==> config.mk <==
export PLATFORM = sky130hd
export DESIGN_NAME = bk_add_operand_sequencer
export DESIGN_NICKNAME = d
export VERILOG_FILES = /design/src/rtl/bk_add_operand_sequencer.sv
export SDC_FILE = /design/constraint.sdc
export NUM_CORES = 1
export LEC_CHECK = 0
export ABC_AREA = 1
export CORE_ASPECT_RATIO = 0.75
export CORE_MARGIN = 1
export CORE_UTILIZATION = 45
export DETAILED_ROUTE_END_ITERATION = 8
export PLACE_DENSITY_LB_ADDON = 0.2
export SLEW_MARGIN = 20
export SYNTH_ARGS = -nofsm -noshare
export SYNTH_HDL_FRONTEND = slang
export SYNTH_SLANG_ARGS = --single-unit
==> constraint.sdc <==
create_clock -name clk -period 1.9 [get_ports clk]
set_input_delay 0.475 -clock clk [delete_from_list [all_inputs] [get_ports clk]]
set_output_delay 0.475 -clock clk [all_outputs]
set_load 0.02 [all_outputs]
==> src/rtl/bk_add_operand_sequencer.sv <==
// Operand sequencer for the 12-bit Brent-Kung adder: buffers operand pairs,
// drives the interleaved adder bus from a register, and captures the sum.
module bk_add_operand_sequencer #(
  parameter int WIDTH      = 12,
  parameter int SETTLE     = 1,
  parameter int FIFO_DEPTH = 2
) (
  input  logic                 clk,
  input  logic                 rst,
  input  logic                 in_valid,
  output logic                 in_ready,
  input  logic [WIDTH-1:0]     in_a,
  input  logic [WIDTH-1:0]     in_b,
  output logic [2*WIDTH-1:0]   add_in,
  input  logic [WIDTH:0]       add_out,
  output logic                 res_valid,
  input  logic                 res_ready,
  output logic [WIDTH:0]       res_sum,
  output logic                 busy
);

  localparam int PTR_W = $clog2(FIFO_DEPTH);
  localparam int CNT_W = $clog2(FIFO_DEPTH) + 1;
  localparam logic [CNT_W-1:0] FULL_COUNT  = CNT_W'(FIFO_DEPTH);
  localparam logic [2:0]       SETTLE_INIT = 3'(SETTLE);

  typedef enum logic [1:0] {
    IDLE   = 2'd0,
    SETTLE_ST = 2'd1,
    RESULT = 2'd2
  } state_t;

  state_t state, state_next;

  logic [2*WIDTH-1:0] fifo_mem [FIFO_DEPTH];
  logic [PTR_W-1:0]   wr_ptr, rd_ptr;
  logic [CNT_W-1:0]   count;
  logic [2*WIDTH-1:0] in_bus;
  logic [2:0]         settle_cnt;
  logic               push, pop, capture, fifo_empty;

  // Pairs are interleaved on entry so the FIFO head is already in adder bus order.
  always_comb begin
    in_bus = '0;
    for (int i = 0; i < WIDTH; i++) begin
      in_bus[2*i]   = in_a[i];
      in_bus[2*i+1] = in_b[i];
    end
  end

  assign in_ready   = (count != FULL_COUNT);
  assign fifo_empty = (count == '0);
  assign push       = in_valid && in_ready;
  assign busy       = (state != IDLE) || !fifo_empty;

  always_ff @(posedge clk) begin
    if (push) begin
      fifo_mem[wr_ptr] <= in_bus;
    end
  end

  always_ff @(posedge clk) begin
    if (rst) begin
      wr_ptr <= '0;
      rd_ptr <= '0;
      count  <= '0;
    end else begin
      if (push) begin
        wr_ptr <= wr_ptr + 1'b1;
      end
      if (pop) begin
        rd_ptr <= rd_ptr + 1'b1;
      end
      case ({push, pop})
        2'b10:   count <= count + 1'b1;
        2'b01:   count <= count - 1'b1;
        default: count <= count;
      endcase
    end
  end

  always_ff @(posedge clk) begin
    if (rst) begin
      state <= IDLE;
    end else begin
      state <= state_next;
    end
  end

  always_comb begin
    state_next = state;
    pop        = 1'b0;
    capture    = 1'b0;
    case (state)
      IDLE: begin
        if (!fifo_empty) begin
          pop        = 1'b1;
          state_next = SETTLE_ST;
        end
      end
      SETTLE_ST: begin
        if (settle_cnt == 3'd0) begin
          capture    = 1'b1;
          state_next = RESULT;
        end
      end
      RESULT: begin
        if (res_ready) begin
          if (!fifo_empty) begin
            pop        = 1'b1;
            state_next = SETTLE_ST;
          end else begin
            state_next = IDLE;
          end
        end
      end
      default: state_next = IDLE;
    endcase
  end

  // add_in only changes on a pop, so the adder sees a stable bus until capture.
  always_ff @(posedge clk) begin
    if (rst) begin
      add_in     <= '0;
      settle_cnt <= '0;
      res_valid  <= 1'b0;
      res_sum    <= '0;
    end else begin
      if (pop) begin
        add_in     <= fifo_mem[rd_ptr];
        settle_cnt <= SETTLE_INIT;
      end else if (state == SETTLE_ST && settle_cnt != 3'd0) begin
        settle_cnt <= settle_cnt - 3'd1;
      end
      if (capture) begin
        res_sum   <= add_out;
        res_valid <= 1'b1;
      end else if (state == RESULT && res_ready) begin
        res_valid <= 1'b0;
      end
    end
  end

endmodule
# After elaboration in Yosys (flattened, before gate mapping)
# Memories as Yosys holds them, arrays and structs flattened. A register that Yosys moved wholly into a read port is not among the register bits.
# Index checks and enable logic that the tools add are counted.
# totals
word_cells	54
ff_bits	23
output_inout_bits	40
ram_bits	48
mem_count	1
in_bits	41
# mem_list
memory	depth	word_bits	read_ports	rd_clocked_by_memory_dff	write_ports	line_no	text
fifo_mem	2	24	1	1	1	35	logic [2*WIDTH-1:0] fifo_mem [FIFO_DEPTH];
# classes
eq_ne	8
addsub	5
mux	17
reduce_logical	15
# ops
op	n
$mux W1	11
$ne A2 B2 Y1 const B	4
$reduce_bool A2 Y1	4
$mux W2	3
$pmux W2 S3	1
$eq A2 B1 Y1 const B	2
$eq A2 B2 Y1 const B	2
$logic_not A2 Y1	2
$pmux W2 S2	1
$logic_and A1 B1 Y1	3
$logic_not A3 Y1	1
$reduce_and A3 Y1	1
$reduce_bool A3 Y1	1
$sub A3 B1 Y3 const B	1
$add A1 B1 Y1 const B	2
$add A2 B1 Y2 const B	1
$pmux W1 S2	1
$reduce_or A2 Y1	1
$sub A2 B1 Y2 const B	1
$logic_not A1 Y1	1
$logic_or A1 B1 Y1	1

# Logic depth before layout (Yosys ltp)
# logic_depth
depth_word	6
depth_mapped	11
ltp_nobuf	10

# Worst setup path after synthesis
# Ideal clock, no wire load.
# synth_timing
path_type	flip-flop to flip-flop
start	reg count[0]
end	mem fifo_mem[1][0] (netlist bit), enable pin
setup_ns	0.406
stages_incl_launch_ff	5
arrival_time_ns	1.793
t_required_ns	1.494
period_less_slack_ns	2.199
path_slack_ns	-0.299
n_path_buf	0
path_cell_list	dfxtp_1 > inv_2 > nand2_1 > nand2_1 > nor2_1
# synth_via
elab_chain_cells	4
# synth_rtl
item	line_no	text
from (decl)	37	logic [CNT_W-1:0] count;
from (signal assigned)	75	2'b10: count <= count + 1'b1;
from (signal assigned)	76	2'b01: count <= count - 1'b1;
from (signal assigned)	77	default: count <= count;
$ne A2 B2 Y1	51	assign in_ready = (count != FULL_COUNT);
named net in_ready	11	output logic in_ready,
$logic_and A1 B1 Y1	53	assign push = in_valid && in_ready;
$mux W1	57	if (push) begin
$mux W1 (implied by the code)	58	fifo_mem[wr_ptr] <= in_bus;
to (decl)	35	
# The timed path passes the listed nets, and every way through them passes these cells.

# Final worst setup path
# layout_timing
start	reg count[1]
end	out busy
# layout_via
elab_chain_cells	3
# layout_rtl
item	line_no	text
$logic_not A2 Y1	52	assign fifo_empty = (count == '0);
$logic_not A1 Y1	n/a	
$logic_or A1 B1 Y1	54	assign busy = (state != IDLE) || !fifo_empty;
to (decl)	19	output logic busy
# Every way passes these cells.

==> flow_summary.toml <==
[setup_path]
ff2ff_path_depth = 9
cp_slowest_cell = "or3_2"
crit_start = "count[1]"
worstReg2RegEnd = "count[1]"
cp_cell_sequence = "inv_2 -> nand2_2 -> or3_2 -> buf_6"
cp.required_ns = 1.42
endpoint = "busy"
setup.worst_path.start_class = "register"
reg2reg_slack_ns = 0.47
cp.arrival_ns = 1.36
crit_fanout = 3
criticalPathCategory = "reg -> out"
max_stage_delay_ns = 0.41
crit-reg2reg-launch = "state[1]"
critPathCaptureType = "output pin"

[yosys]
synthCells = 406
seq_area_frac_synth_pct = 63.70
ys_warn_count = 0
syn_area_mm2 = 0.003740
synth_top_flop_cell = "edfxtp_1"
syn_area_per_cell_um2 = 9.211
synth_edf_count = 48
synth_area_leaders = "edfxtp_1 (39%), dfxtp_1 (25%), nand2_1 (13%)"
synth_top_area_share_pct = 38.54
synth_async_sr_flop_share_pct = 0
synth_top_area_cell = "edfxtp_1"
synth-seq-cells = 95
yosysUniqueCellTypes = 27
synth_fp_nets = 450

[final_layout]
final_nets = 537
syn_to_final_growth_pct = 31.52
stdcell_area_mm2 = 0.004918
antenna_cells = 0
nFillCells = 704
fin_util_pct = 61.58
final_common_cell = "nand2_1"
finalNonFillerCells = 603
layout_common_cells = "nand2_1 (134), clkdlybuf4s50_1 (78), nor2_1 (77)"
drive_above_1_share_pct = 9.237

[power_and_ir_drop]
finalPower_mw = 7.361
seqPwrFrac_pct = 39.0
p_leak_nw = 2.092
p_sw_share_pct = 36.64
p_int_mw = 4.664
max-vdd-ir-drop_mv = 0.7519
p_sw_mw = 2.697
p_clk_share_pct = 19.1
combPwrFrac_pct = 41.9
powerDensity_mw_per_mm2 = 1497

[drt]
vias = 2669
finalWirelength_mm = 6.878
wl_per_cell_um = 11.41
drtAntennaViolNets = 0
vias_per_cell = 4.426
dr.pass1.iters = 4
drc = 0
first_iter_violations = 123

[sta]
hold_viol_final = 0
period_minus_slack_ns = 1.833
worst_slew_pin_slew_ns = 0.4811
relSlewSlack_pct = 67.88
clock_skew_ns = 0.006864
fin_crit_sh_pct = 96.49
fmax_mhz = 545.4
setup_viol = 0
tns_ns = 0
drv_slew = 0
rsz0062_at_grt = "no"

[global_route]
track_usage_pct = 18.07
grt_pass1_wl_mm = 11.81
antenna_found_initial = 0
grt_start_max_net_pins = 33
grt-ovfl-total = 0
grt_pass1_vias = 2598

[die]
fp.dieH_um = 80.95
die_x_um = 107.3
core-area_mm2 = 0.007988
pin_count = 81
row_count = 28
start_util_pct = 46.82
die-area_mm2 = 0.008683

[clock_network]
clkTransAtPathRegs_ns = 0.09
clk_latency_ns = 0.36
clock_path_buffers = 2
cts.sinks = 95
cts_tree = "yes"
cts_buffers = 9
root_buffer = "clkbuf_8"
htree_levels = 3

[place]
placed_cell_area_mm2 = 0.004705
place_inst = 587
place_congestion = 0.7598
place_hpwl_mm = 4.423
io_buffer_count = 80

[outcome]
run_status = "finished, final reports clean"

[min_path]
hold_path_startpoint = "res_valid"
hp-class = "reg -> reg"

[flow_run]
maxCapViolations = 0
-- stage by stage --
stage | setup WS, ns | hold slack (ns)
after CTS | 0.01421 | 0.4629
final | 0.06664 | 0.4579
after floorplan | 0.08156 | 0.4444
after global routing | 0.0005138 | 0.5032
after detailed placement | -0.03868 | 0.4499
after global placement | 0.007307 | 0.4440
-- final cells by class --
cell class	instances	area [um2]	area share [%]
clock buffer	11	131.4	2.671
clock inverter	5	81.33	1.654
inverter	40	150.1	3.053
multi-input combinational	255	1087	22.11
sequential	95	2384	48.46
tap	105	131.4	2.671
timing repair buffer	92	953.4	19.38
-- metal layers --
layer	GRT usage, %	vias to the layer above	part of all wire (%)
li1	-	1431	-
met1	22.31	1172	46
met2	30.52	57	47
met3	5.538	9	5.5
met4	6.027	0	1.3
met5	0	-	0
-- registers in the layout, summed over array words and instances, names as in the netlist --
signal and count:
state 2, count 2, wr_ptr 1, add_in 24
res_valid 1, fifo_mem 48, res_sum 13, settle_cnt 3
rd_ptr 1
-- critical path: cells and delay by family (launching register included) --
family,cells,cell delay [ns]
simple gates,2,0.46
buf+inv,2,0.20
flops,1,0.34
-- how the worst min path moves through the flow --
stage | endpoint | slack [ns] | depth (start not counted)
6_report | res_valid | 0.46 | 2
5_1_grt | res_valid | 0.50 | 2
4_1_cts | res_valid | 0.46 | 2
3_5_place_dp | res_valid | 0.45 | 2
3_3_place_gp | res_valid | 0.44 | 2
2_1_floorplan | settle_cnt[1] | 0.44 | 2
-- repair_timing --
item	in CTS	in global routing
hold buffers	0	0
endpoints found under the setup margin	2	1
setup buffers	0	0
gates cloned	0	0
pin swaps	0	0
resized for setup	5	4
-- power by group through the flow --
stage	Combinational [mW]	Clock, mW	Sequential (mW)
after floorplan	1.78	0	3.22
after global placement	3.04	0	2.90
after detailed placement	3.09	0	2.92
after CTS	3.09	1.45	2.88
after global routing	3.49	1.54	2.94
final	3.08	1.40	2.87
-- logic make-up (layout without fill, tap and decap cells) --
group,Yosys count,count (layout),synth area share [%]
buffers and inverters,56,148,7.360
adders and majority gates,3,3,1.004
DFF,95,95,63.70
and+or+nand+nor,230,230,24.86
AOI/OAI and AO/OA,22,22,3.078
-- synth_stat cells (2+ instances only) --
cell / number
a21oi_1: 5
buf_2: 4
buf_4: 2
buf_6: 7
clkbuf_1: 2
dfxtp_1: 47
edfxtp_1: 48
ha_1: 3
inv_1: 35
inv_2: 5
nand2_1: 134
nand2_2: 2
nand2_4: 2
nand3_1: 6
nor2_1: 79
o21ai_0: 13
o21ai_1: 2
Note: power is estimated with default switching activity, not from simulation.
